$ cat src/rtl/fft64_pkg.sv
// Shared constants and helpers for the 64-point FFT datapath.
//   N       : points per frame
//   LOG2N   : address bits per frame
//   bitrev6 : reverses the 6 index bits (FFT output order <-> natural order)
//   rd_state_t : read-side FSM states of the reorder stage
package fft64_pkg;

  localparam int N     = 64;
  localparam int LOG2N = 6;

  typedef enum logic {
    RD_IDLE = 1'b0,
    RD_READ = 1'b1
  } rd_state_t;

  function automatic logic [LOG2N-1:0] bitrev6(input logic [LOG2N-1:0] a);
    logic [LOG2N-1:0] r;
    for (int i = 0; i < LOG2N; i++) r[i] = a[LOG2N-1-i];
    return r;
  endfunction

endpackage

$ cat src/rtl/fft64_reorder_ram.sv
// Ping-pong frame buffer: simple dual-port RAM, two banks of N words.
// The address MSB selects the bank. The read port is registered, so data
// appears one cycle after re_i. There is no reset, which lets it map onto
// block RAM.
//   clk_i            : clock
//   we_i/waddr_i/wdata_i : write port
//   re_i/raddr_i     : read request
//   rdata_o          : read data, one cycle after re_i
module reorder_ram
  import fft64_pkg::*;
#(
  parameter int DW = 17
) (
  input  logic            clk_i,
  input  logic            we_i,
  input  logic [LOG2N:0]  waddr_i,
  input  logic [2*DW-1:0] wdata_i,
  input  logic            re_i,
  input  logic [LOG2N:0]  raddr_i,
  output logic [2*DW-1:0] rdata_o
);

  logic [2*DW-1:0] mem [2*N];
  logic [2*DW-1:0] rdata_q;

  always_ff @(posedge clk_i) begin
    if (we_i) mem[waddr_i] <= wdata_i;
    if (re_i) rdata_q <= mem[raddr_i];
  end

  assign rdata_o = rdata_q;

endmodule

$ cat src/rtl/fft64_reorder.sv
// FFT output reorder stage. It accepts bit-reversed bins, one per valid
// cycle, and writes each bin to its natural-order slot in the current write
// bank. It then drains every completed bank in natural order (0..N-1).
//   CLK, RST        : clock, async active-high reset
//   valid_i, xr, xi : input bin stream (no backpressure)
//   flush           : drop the partially written frame
//   valid_o, yr, yi : output bin stream, natural order
//   idx_o           : natural bin index of yr/yi
//   sof_o           : high with bin 0 of each frame
module fft64_reorder #(
  parameter int DW = 17,
  parameter int N  = 64
) (
  input  logic                           CLK,
  input  logic                           RST,
  input  logic                           valid_i,
  input  logic signed [DW-1:0]           xr,
  input  logic signed [DW-1:0]           xi,
  input  logic                           flush,
  output logic                           valid_o,
  output logic signed [DW-1:0]           yr,
  output logic signed [DW-1:0]           yi,
  output logic [fft64_pkg::LOG2N-1:0]    idx_o,
  output logic                           sof_o
);

  import fft64_pkg::*;

  localparam logic [LOG2N-1:0] LAST = LOG2N'(N - 1);

  logic [LOG2N-1:0] wcnt_q, wcnt_d, rcnt_q, iss_idx_q, idx_q;
  logic             wbank_q, wbank_d, rbank_q;
  logic [1:0]       full_q, full_d;
  rd_state_t        state_q;
  logic [1:0]       vld_pipe_q;   // [0]: RAM read in flight, [1]: output valid
  logic             we, wrap, rd_en, rd_last, sof_q;
  logic [DW-1:0]    yr_q, yi_q;
  logic [2*DW-1:0]  rd_data;

  always_comb begin
    we      = valid_i && !flush;            // flush wins over a same-cycle sample
    wrap    = we && (wcnt_q == LAST);
    // A full read bank is drained one word per cycle. The read that starts
    // a frame is issued on the IDLE->READ edge, and the read after a bank
    // release is issued in the next cycle from either state. Neither case
    // leaves a bubble between frames.
    rd_en   = full_q[rbank_q];
    rd_last = rd_en && (rcnt_q == LAST);

    wcnt_d = wcnt_q;
    if (flush)   wcnt_d = '0;
    else if (we) wcnt_d = wcnt_q + 1'b1;
    wbank_d = wbank_q ^ wrap;

    // Writer completion and reader release touch independent flags.
    full_d = full_q;
    if (rd_last) full_d[rbank_q] = 1'b0;
    if (wrap)    full_d[wbank_q] = 1'b1;
  end

  reorder_ram #(.DW(DW)) u_ram (
    .clk_i   (CLK),
    .we_i    (we),
    .waddr_i ({wbank_q, bitrev6(wcnt_q)}),
    .wdata_i ({xr, xi}),
    .re_i    (rd_en),
    .raddr_i ({rbank_q, rcnt_q}),
    .rdata_o (rd_data)
  );

  always_ff @(posedge CLK or posedge RST) begin
    if (RST) begin
      wcnt_q     <= '0;
      wbank_q    <= 1'b0;
      full_q     <= '0;
      rcnt_q     <= '0;
      rbank_q    <= 1'b0;
      state_q    <= RD_IDLE;
      vld_pipe_q <= '0;
      iss_idx_q  <= '0;
      yr_q       <= '0;
      yi_q       <= '0;
      idx_q      <= '0;
      sof_q      <= 1'b0;
    end else begin
      wcnt_q  <= wcnt_d;
      wbank_q <= wbank_d;
      full_q  <= full_d;

      // rcnt wraps to 0 by itself after the last word of a bank.
      if (rd_en)   rcnt_q  <= rcnt_q + 1'b1;
      if (rd_last) rbank_q <= ~rbank_q;

      case (state_q)
        RD_IDLE: if (rd_en) state_q <= RD_READ;
        RD_READ: if (rd_last && !full_d[~rbank_q]) state_q <= RD_IDLE;
        default: state_q <= RD_IDLE;
      endcase

      vld_pipe_q <= {vld_pipe_q[0], rd_en};
      iss_idx_q  <= rcnt_q;
      if (vld_pipe_q[0]) begin
        yr_q  <= rd_data[2*DW-1:DW];
        yi_q  <= rd_data[DW-1:0];
        idx_q <= iss_idx_q;
        sof_q <= (iss_idx_q == '0);
      end else begin
        sof_q <= 1'b0;
      end
    end
  end

  assign valid_o = vld_pipe_q[1];
  assign yr      = yr_q;
  assign yi      = yi_q;
  assign idx_o   = idx_q;
  assign sof_o   = sof_q;

endmodule
$ cat config.mk
export PLATFORM = sky130hd
export DESIGN_NAME = fft64_reorder
export DESIGN_NICKNAME = d
export VERILOG_FILES = /design/src/rtl/fft64_pkg.sv /design/src/rtl/fft64_reorder_ram.sv /design/src/rtl/fft64_reorder.sv
export SDC_FILE = /design/constraint.sdc
export NUM_CORES = 2
export LEC_CHECK = 0
export CORE_MARGIN = 4
export CORE_UTILIZATION = 40
export CTS_CLUSTER_SIZE = 20
export DETAILED_ROUTE_END_ITERATION = 12
export GPL_ROUTABILITY_DRIVEN = 1
export PLACE_DENSITY = 0.56
export SLEW_MARGIN = 20
export SYNTH_ARGS = -nofsm -noshare
export SYNTH_HDL_FRONTEND = slang
export SYNTH_HIERARCHICAL = 1
export SYNTH_MEMORY_MAX_BITS = 65536
export SYNTH_SLANG_ARGS = --single-unit
$ cat constraint.sdc
create_clock -name CLK -period 8.8 [get_ports CLK]
set_clock_uncertainty 0.1 [all_clocks]
set_input_delay 1.32 -clock CLK [delete_from_list [all_inputs] [get_ports CLK]]
set_output_delay 1.32 -clock CLK [all_outputs]
set_load 0.01 [all_outputs]
Yosys cells after proc, flatten, opt, wreduce, memory -nomap -nowiden. Memories as Yosys holds them, arrays and structs flattened. A register that Yosys moved wholly into a read port is not among the register bits. Cells that the tools add are included.

Reductions and logical operators: 8. Equality and inequality tests: 2. Add/subtract/negate cells: 2. Multiplexer cells: 13. Bitwise gates (word level): 5. Magnitude comparators: 4.

Operators with widths (number): 6-bit by 1-bit adder with 6-bit output (second input constant) (2); 6-bit == test (second input constant) (2); 6-bit two-way mux (2); 1-bit two-way mux (7); 6-bit logical NOT (1); 1-bit logical AND (5); 1-bit by 2-bit < comparator with 1-bit output (second input constant) (2); 2-bit two-way mux (2); 2-bit bitwise AND (1); 1-bit demux with 1-bit select (2); 1-bit greater-or-equal comparator (second input constant) (2); 2-bit inverter (1); 2-bit bitwise OR (1); 2-bit nonzero test (1); 1-bit logical NOT (1); 1-bit inverter (1); 1-bit bitwise XOR (1).

Register bits: 65. Memories kept: 1. RAM bits: 4352. Output and inout bits: 42. Bits of input ports: 38. Word-level logic and storage cells: 46.

Memories: u_ram.mem (words 128, width 34, rd ports 1, clocked after memory_dff 1, wr ports 1, line fft64_reorder_ram.sv:23) `logic [2*DW-1:0] mem [2*N];`.

Longest topological paths before layout.
Depth in word-level cells: 9. Mapped depth: 8. Depth with buffers taken out: 4.

By module. Netlist, hierarchy kept.

Modules (own cells, without submodules): reorder_ram (area an instance 166305.8 um^2, times used 1, cells each 6353, seq. area each 131706.3 um^2); fft64_reorder (area an instance 2459.9 um^2, times used 1, cells each 163, seq. area each 1626.6 um^2).

Worst setup path after synthesis. No wires, ideal clock.

Path kind: input-to-reg. Start: input valid_i. End: memory u_ram/mem[98][0] (netlist bit), enable pin. Path buffers: 2. Library setup time: 0.467 ns. Stages: 5. Required time: 8.233 ns. Data arrival time: 4.494 ns. Slack: 3.739 ns. Cells stage by stage: buf_4 > nor2b_1 > clkbuf_1 > nand4_1 > nor3_1.

Longest elaborated chain between the ends: 3.

RTL lines: start: declaration (line fft64_reorder.sv:16) `input logic valid_i,`; 1-bit logical AND (line fft64_reorder.sv:41) `we = valid_i && !flush;`; net we (line fft64_reorder.sv:36) `logic we, wrap, rd_en, rd_last, sof_q;`; 1-bit two-way mux (line fft64_reorder_ram.sv:27) `if (we_i) mem[waddr_i] <= wdata_i;`; 1-bit two-way mux (not written as such) (line fft64_reorder_ram.sv:27); end: declaration (line fft64_reorder_ram.sv:23).

The timed path passes the listed nets, and every way through them passes these cells.

Final worst setup path.
Start: input valid_i. End: memory u_ram/mem[126][7] (netlist bit), enable pin.

The elaborated chain is that of the path after synthesis.

==> metrics.md <==
| Metric | Value |
|---|---|
| Num rows | about 240 |
| Final setup fails | 0 |
| # IOs | 80 |
| Gr ovfl total | 0 |
| Prevailing post-synth register cell | edfxtp_1 |
| Routed len/inst | ~34 µm |
| Clk root buf | clkbuf_16 |
| Crit share post-route | between 50% and 60% |
| Largest net degree at the start of global routing | around 150 |
| 1st-iter DRT viols | ~10000 |
| GPL Wtd Cong | between 0.8 and 0.9 |
| Setup tns final | 0 ns |
| Outcome | finished clean |
| Worst skew pair latency | 0.97 ns |
| Critical path startpoint | valid_i |
| Min cycle time layout | a little under 5 ns |
| Worst Path Required | between 9 and 10 ns |
| Worst R2R Start | rcnt_q[0]$_DFFE_PP0P_ |
| Total of max-cap violations | 0 |
| Clock Sinks | about 4500 |
| Syn Area/Cell | 25.9 µm² |
| Drc violations | 0 |
| PnR worst setup slack | 3.84 ns |
| Crit-path max FO | 34 |
| DP HPWL | 263000 µm |
| Synth cell types | 32 |
| First-pass GRT wire length | about 600000 µm |
| DRT antenna net count | 0 |
| Die height | 658 µm |
| Crit path kind | primary input to register |
| Worst slew pin tran | 1.18 ns |
| Maximum clock frequency | 0.201 GHz |
| Min-delay worst type | register to register |
| Worst r2r path cells | 6 |
| Unrepaired setup endpoints after global routing | no |
| Max rail drop VDD | between 150 and 200 µV |
| CP startpoint kind | primary input |
| Synth warnings | 6 |
| Pre-CTS setup slack | ~2.8 ns |
| Netlist Area Pre-Place | ~170000 µm² |
| Num CTS Buffers | about 440 |
| Fin util | ~46% |
| Leading area contributor after synthesis | edfxtp_1 |
| WP data arrival | approximately 5.4 ns |
| Post-synth EDFFs | roughly 4400 |
| Initial core utilization | around 40% |
| Total track usage | roughly a fifth |
| Layout area overhead | 14.5% |
| Worst-path clk slew | about 0.06 ns |
| CTS H-Tree Depth | 5 |
| Gate count of the mapped netlist | 6516 |
| Synth Register Bits | roughly 4500 |
| Fillers | roughly 34000 |
| Via-per-instance ratio | 5.80 |
| DRT Wirelength | 440000 µm |
| Post-CTS Resized | 0 |
| Synth top area share | about four fifths |
| Final net count | between 6000 and 7000 |
| Sequential share of the synthesized area | between 70% and 80% |
| Core box area | 420000 µm² |
| DP Cell Count | approximately 12000 |
| TritonRoute pass-1 iters | 5 |
| Non-filler cells, final | 13000 |
| PortBufs | 79 |
| CTS max path bufs | 4 |
| Initial antenna violation count | between 60 and 70 |
| Power per Cell Area | ~220 nW/µm² |
| Ys async rst share | under 10% |
| Slew Limit Fails | 0 |
| Via count | approximately 75000 |
| Worst setup path end | u_ram/mem[126][7]$_DFFE_PP_ |
| Pleak | roughly 59 nW |
| Crit. End Element | register |
| Final Hold Viols | 0 |
| Reg2Reg Setup Slack | slightly below 4 ns |
| Post CTS Setup Buffer Count | 0 |
| Vias in the first global route | roughly 74000 |
| Layout cells sized above 1 | between 30% and 40% |
| CTS tree | built |
| R2r endpoint | u_ram/rdata_o[30]$_DFFE_PP_ |
| Die area | 432000 µm² |
| Hold bufs inserted after CTS | 0 |
| Die Wd | between 600 and 700 µm |
| Largest cells by area after synthesis | edfxtp_1, mux4_2, dfrtp_1, mux2_2, clkbuf_1 |
| Slew headroom | 21.2% |
| Post-Syn Nets | between 6000 and 7000 |
==> per-layer routing <==
metal  global-route usage (%)  vias up  share of wire [%]
li1                         -    29500                  -
met1                     30.2    41700                 42
met2                     30.1     3319                 46
met3                     3.48      571                8.6
met4                     6.55        4                3.5
met5                        0        -             0.0061
==> placed cells by master (no fill, tap or decap), types with 19 or more instances in the layout <==
cell	instances
buf_12	56
buf_16	23
buf_4	173
bufinv_16	46
clkbuf_1	105
clkbuf_16	446
clkdlybuf4s50_1	45
clkinv_1	97
clkinv_2	78
dfrtp_1	57
diode_2	34
edfxtp_1	4386
mux2_2	75
mux4_2	1428
nand2_1	19
nor2_4	119
==> worst min path at each step <==
| stage | cells after the start | end | from |
|---|---|---|---|
| final | 1 | yi[0]$_DFFE_PP0P_ | u_ram/rdata_o[0]$_DFFE_PP_ |
| after global routing | 1 | yr[11]$_DFFE_PP0P_ | u_ram/rdata_o[28]$_DFFE_PP_ |
| after CTS | 1 | yi[0]$_DFFE_PP0P_ | u_ram/rdata_o[0]$_DFFE_PP_ |
| after detailed placement | 1 | yr[9]$_DFFE_PP0P_ | u_ram/rdata_o[26]$_DFFE_PP_ |
| after global placement | 1 | yi[1]$_DFFE_PP0P_ | u_ram/rdata_o[1]$_DFFE_PP_ |
| after floorplan | 0 | vld_pipe_q[1]$_DFF_PP0_ | vld_pipe_q[0]$_DFF_PP0_ |
==> layout make-up <==
| class | instances | area (µm²) | area share [%] |
|---|---|---|---|
| flip-flops and latches | 4451 | 133000 | 69.0 |
| multi-input cells | 1722 | 35000 | 18.1 |
| clock buffers | 551 | 11600 | 5.98 |
| well taps | 5640 | 7060 | 3.65 |
| repair buffers | 299 | 3530 | 1.83 |
| clock inverters | 255 | 2560 | 1.33 |
| diodes | 34 | 85.1 | 0.0440 |
| inverters | 2 | 10.0 | 0.00518 |
==> synthesized netlist by cell type, drive strengths merged, types with 4 or more instances <==
cell / number
edfxtp: 4386
mux4: 1428
clkbuf: 209
buf: 132
nor2: 128
mux2: 76
dfrtp: 65
nand2: 22
nand3: 12
nand4: 9
nor3: 9
nor2b: 8
o21ai: 6
xnor2: 6
xor2: 4
==> cells by family (layout without fill, tap and decap cells) <==
logic type / count (synthesis) / count (layout) / synth area share (%)
buffers and inverters: 343 / 1107 / 0.828
xor gates and xnor gates: 10 / 10 / 0.0563
muxes: 1505 / 1505 / 19.6
other: 0 / 34 / 0
and+or+nand+nor: 197 / 197 / 0.499
adders and majority gates: 2 / 2 / 0.0148
DFF: 4451 / 4451 / 79.0
AOI/OAI and AO/OA: 8 / 8 / 0.0252
==> registers in the layout, summed over array words and instances (netlist names), 6 cells and up <==
signal / flops
idx_o: 6
iss_idx_q: 6
yr: 17
u_ram/rdata_o: 34
rcnt_q: 6
u_ram/mem: 4352
wcnt_q: 6
yi: 17
==> stage by stage <==
| step | hold WS, ns | total power (W) | area [µm²] |
|---|---|---|---|
| after floorplan | 0.252 | 0.0238 | 169000 |
| after global placement | 0.359 | 0.0242 | 178000 |
| after detailed placement | 0.366 | 0.0243 | 178000 |
| after CTS | 0.383 | 0.0427 | 192000 |
| after global routing | 0.404 | 0.0436 | 193000 |
| final | 0.383 | 0.0423 | 193000 |
==> report_power, final <==
part	internal [W]	switching, W	total, W
registers	0.0233	0.00000795	0.0233
clock network	0.0106	0.00784	0.0185
logic	0.0000355	0.000464	0.000500
total	0.0340	0.00832	0.0423
==> worst max-delay path: stages <==
cell and delay [ns]:
clkdlybuf4s50_1 0.77, nor2b_1 0.79, nor2b_1 0.64, nand3_4 0.74, nor2_4 1.09
Note: power is estimated with default switching activity, not from simulation.
